**src/rtl/clk_wiz_exdes.sv**
```systemverilog
// Behavioural 1:1 clocking-wizard example: lock sequencer, glitch-free output
// clock gate, synchronized counter-reset and a free-running sampling counter.
module clk_wiz_exdes #(
    parameter int LOCK_CYCLES = 256,
    parameter int C_W         = 16,
    parameter int SYNC_STAGES = 3
) (
    input  logic       clk_in1,
    input  logic       reset,
    input  logic       power_down,
    input  logic       COUNTER_RESET,
    output logic [1:1] CLK_OUT,
    output logic       COUNT,
    output logic       input_clk_stopped,
    output logic       locked
);

    localparam int LW = $clog2(LOCK_CYCLES + 1);
    localparam logic [LW-1:0] LOCK_MAX = LW'(LOCK_CYCLES);
    localparam logic [LW-1:0] LOCK_ARM = LW'(LOCK_CYCLES - 1);

    logic [LW-1:0]          lock_cnt_q, lock_cnt_d;
    logic                   locked_q;
    logic                   stopped_q;
    logic [SYNC_STAGES-1:0] sync_q;
    logic                   rst_sync;
    logic [C_W-1:0]         samp_cnt_q, samp_cnt_d;
    logic                   gate_en_lat;

    assign rst_sync = sync_q[SYNC_STAGES-1];

    always_comb begin
        lock_cnt_d = lock_cnt_q;
        if (lock_cnt_q != LOCK_MAX)
            lock_cnt_d = lock_cnt_q + 1'b1;
    end

    always_ff @(posedge clk_in1) begin
        if (reset || power_down) begin
            lock_cnt_q <= '0;
            locked_q   <= 1'b0;
        end else begin
            lock_cnt_q <= lock_cnt_d;
            if (lock_cnt_q == LOCK_ARM)
                locked_q <= 1'b1;
        end
    end

    always_ff @(posedge clk_in1) begin
        if (reset)
            stopped_q <= 1'b0;
        else
            stopped_q <= power_down;
    end

    // COUNTER_RESET arrives from another timing domain; it only enters via this chain.
    always_ff @(posedge clk_in1) begin
        if (reset)
            sync_q <= '0;
        else
            sync_q <= {sync_q[SYNC_STAGES-2:0], COUNTER_RESET};
    end

    always_comb begin
        samp_cnt_d = samp_cnt_q + 1'b1;
    end

    always_ff @(posedge clk_in1) begin
        if (reset || !locked_q || rst_sync)
            samp_cnt_q <= '0;
        else
            samp_cnt_q <= samp_cnt_d;
    end

    // Latch is open only while the clock is low, so the gate never changes mid-pulse.
    always_latch begin
        if (!clk_in1)
            gate_en_lat <= locked_q;
    end

    assign CLK_OUT[1]        = clk_in1 & gate_en_lat;
    assign COUNT             = samp_cnt_q[C_W-1];
    assign input_clk_stopped = stopped_q;
    assign locked            = locked_q;

endmodule

```
**config.mk**
```make
export PLATFORM = sky130hd
export DESIGN_NAME = clk_wiz_exdes
export DESIGN_NICKNAME = d
export VERILOG_FILES = /design/src/rtl/clk_wiz_exdes.sv
export SDC_FILE = /design/constraint.sdc
export NUM_CORES = 1
export LEC_CHECK = 0
export BUFFER_PORTS_ARGS = -buffer_cell sky130_fd_sc_hd__buf_4
export CORE_UTILIZATION = 52
export DETAILED_ROUTE_END_ITERATION = 6
export HOLD_SLACK_MARGIN = 0.08
export PLACE_DENSITY = 0.79
export SLEW_MARGIN = 40
export SYNTH_ARGS = -nofsm -noshare
export SYNTH_HDL_FRONTEND = slang
export SYNTH_SLANG_ARGS = --single-unit
```
**constraint.sdc**
```tcl
create_clock -name clk_in1 -period 1.37 [get_ports clk_in1]
set_clock_uncertainty 0.05 [all_clocks]
set_input_delay 0.137 -clock clk_in1 [delete_from_list [all_inputs] [get_ports clk_in1]]
set_output_delay 0.137 -clock clk_in1 [all_outputs]
set_load 0.02 [all_outputs]
```
Yosys cells after proc, flatten, opt, wreduce, memory -nomap -nowiden
Cells that the tools add are included.
{ "op_classes": {"bitwise": 1, "add_sub_neg": 2, "n_eq_ne": 2, "reduce_logical": 4, "n_mux": 1} }
{ "ops": {"columns": ["op", "n"], "rows": [
  ["$add A16 B1 Y16 const B", 1],
  ["$add A9 B1 Y9 const B", 1],
  ["$eq A9 B8 Y1 const B", 1],
  ["$ne A9 B9 Y1 const B", 1],
  ["$logic_or A1 B1 Y1", 3],
  ["$and A1 B1 Y1", 1],
  ["$logic_not A1 Y1", 1],
  ["$mux W1", 1]
]} }
{ "totals": {"latch_bits": 1, "input_bits": 4, "output_inout_bits": 4, "register_bits": 30, "elab_cells": 16} }

Longest topological paths before layout
{ "depth": {"word_depth": 3, "mapped_depth": 6, "depth_no_buf": 6} }

==> run summary <==
busiest grt layer: met2
# setup viols final: 2
RSZ-0062 raised after global routing: true
Final ANT Viol Nets: 0
vias post-DR: 1,131
Pleak: 0.646 nW
Critical Path, Cell by Cell: and2_4 > buf_6
power density over the cells: 912 nW/um^2
CP peak stage delay: 410 ps
IO Pins: 8
Critical-path top delay cell: dlxtn_2
Syn Inst Count: 141
Starting Density: 56.8%
Row Count: 17
gr usage total: 24.2%
WP data arrival: 1780 ps
Mapped Avg Cell Area: 9.25 sq um
post-DR wirelength/cell: 14.0 um
commonest non-fill, non-tap cells in the layout: nor2_1, buf_4, dfxtp_1, xnor2_1
PortBufs: 7
hold_sp: reset
Area contributors post-synth: dfxtp_1, nor2_1, xnor2_1, xor2_1, ha_1
1st-iter DRT viols: 29
reg2reg setup slack: 50 ps
GRT met3 Usage: 11.7%
largest net degree at the start of global routing: 12
RD Place Congestion: 0.828
critical path startpoint category: latch
CP max FO: 1
failing checks: setup timing
global-route wire length before repair: 4480 um
die area: 2710 sq um
core area: 2300 sq um
outcome: finished with violations
multi-input logic area: 753 sq um
leading area contributor after synthesis: dfxtp_1
Worst Hold Path EP: sync_q[0]
WHS Path Cells: 3
initial antenna violation count: 0
Ys Warns: 0
Final nets: 185
worst hold path class: input pin to flip-flop
hpwl dp: 1760 um
final core occ: 76.0%
CP required: 1180 ps
FF-to-FF End: lock_cnt_q[5]
cell depth of the worst flop-to-flop path: 5
post-synth top area share: 46.1%
fin. max-slew vios: 0
Final Hold Fails: 0
CTS tree: built
Overflow after GRT: 0
DRC: 0
Mapped Area: 1300 sq um
Initial DRT Pass Iterations: 4
vias in the first global route: 1,116
met2 usage: 41.2%
r2r startpoint: lock_cnt_q[2]
Tightest Pin Transition: 351 ps
worst rel slew slack: 76.5%
Worst-path clk slew: 90 ps
Vias/cell: 5.49
Post-Route WL: 2880 um
top cell family by delay on the critical path: latches
Max IR drop VDD: 840 uV
Yosys cell types: 30
Die Y: 52.1 um
clock latency on the worst-skew pair: 460 ps
Layout area overhead: 34.0%
Reg area: 631 sq um
#FFs+latches synth: 31
Die Wd: 52.1 um
setup_tns: -597 ps
worst path bufs/invs: 1
WS Path Type: latch to primary output
Synth Net Count: 149
M1 GR Usage: 23.4%
share of layout cells above drive strength 1: 35.4%
source of the critical timing path: gate_en_lat
fillers: 167
Worst Setup Slack, final: -597 ps
commonest non-fill, non-tap cell in the layout: nor2_1
Max-cap violations: 0
ANT cells: 0
element type at the critical path end: primary output
[worst min-delay path, stage by stage]
cell and delay [ps]:
dlygate4sd3_1 540, buf_4 140, nor2b_1 40
[logic make-up after synthesis]
logic type | after synthesis | share of synthesized area, %
AND/OR/NAND/NOR | 72 | 31.1
adder cells (fa/ha/maj) | 4 | 3.84
flip-flops | 30 | 46.1
XOR/XNOR | 18 | 12.1
buffers and inverters | 9 | 2.59
latches | 1 | 1.15
AO/OA/AOI/OAI | 7 | 3.17
[cell usage after synthesis]
library cell   n
a211oi_1       1
a21oi_1        4
a31o_1         1
and2_1         1
and4_1         1
and4_2         1
clkbuf_1       2
dfxtp_1       30
dlxtn_1        1
ha_1           4
inv_1          7
nand2_1        9
nand2b_1       1
nand3_1        8
nand3_2        1
nand3b_1       1
nand4_1        5
nand4_2        1
nand4_4        1
nor2_1        26
nor2_2         1
nor2b_1        5
nor3_1         3
nor4_2         3
nor4b_1        2
o21ai_0        1
or2_2          1
or3_1          1
xnor2_1       11
xor2_1         7
[sequential cells by signal, summed over array words and instances, names as in the netlist]
name,cells
sync_q,3
locked,1
gate_en_lat,1
lock_cnt_q,9
samp_cnt_q,16
input_clk_stopped,1
[how the worst max path moves through the flow]
stage / endpoint / slack (ps) / depth (start not counted)
final: CLK_OUT / -600 / 2
after global routing: CLK_OUT / -620 / 2
after CTS: CLK_OUT / -610 / 2
after detailed placement: CLK_OUT / -110 / 2
after global placement: CLK_OUT / -110 / 2
after floorplan: CLK_OUT / -30 / 1
[layout make-up]
| type | count | share of cell area (%) |
|---|---|---|
| Multi-Input combinational cell | 101 | 43.1 |
| Sequential cell | 31 | 36.1 |
| Timing Repair Buffer | 27 | 12.2 |
| Clock buffer | 9 | 4.08 |
| Tap cell | 28 | 2.01 |
| Inverter | 7 | 1.65 |
| Clock inverter | 3 | 0.860 |
[where the power goes]
part	leakage (nW)	switching, mW	internal, mW
clock network	0.0506	0.347	0.284
logic	0.340	0.0248	0.0349
registers	0.255	0.00496	0.896
[per-layer routing]
metal	vias to the layer above	share of wire, %	wire length (um)
met4	0	2.5	73
met5	-	0	0
met2	26	51	1470
li1	546	-	-
met3	9	3.8	108
met1	550	42	1220
[stage by stage]
| step | cells | hold WS [ps] | worst slack [ps] | cell area (sq um) | power (mW) |
|---|---|---|---|---|---|
| floorplan | 141 | 159 | -29.8 | 1310 | 0.944 |
| global placement | 190 | 292 | -111 | 1510 | 0.961 |
| detailed placement | 190 | 299 | -115 | 1510 | 0.963 |
| CTS | 205 | 363 | -611 | 1660 | 1.61 |
| global route | 206 | 386 | -621 | 1750 | 1.67 |
| finish | 206 | 391 | -597 | 1750 | 1.59 |
[what timing repair did]
item,CTS,global route
endpoints found under the setup margin,10,14
setup buffers,0,1
gates resized for setup,9,20
hold buffers,4,0
pin swaps,4,6
endpoints found under the hold margin,14,0
Power figures use the tool's default switching activity.
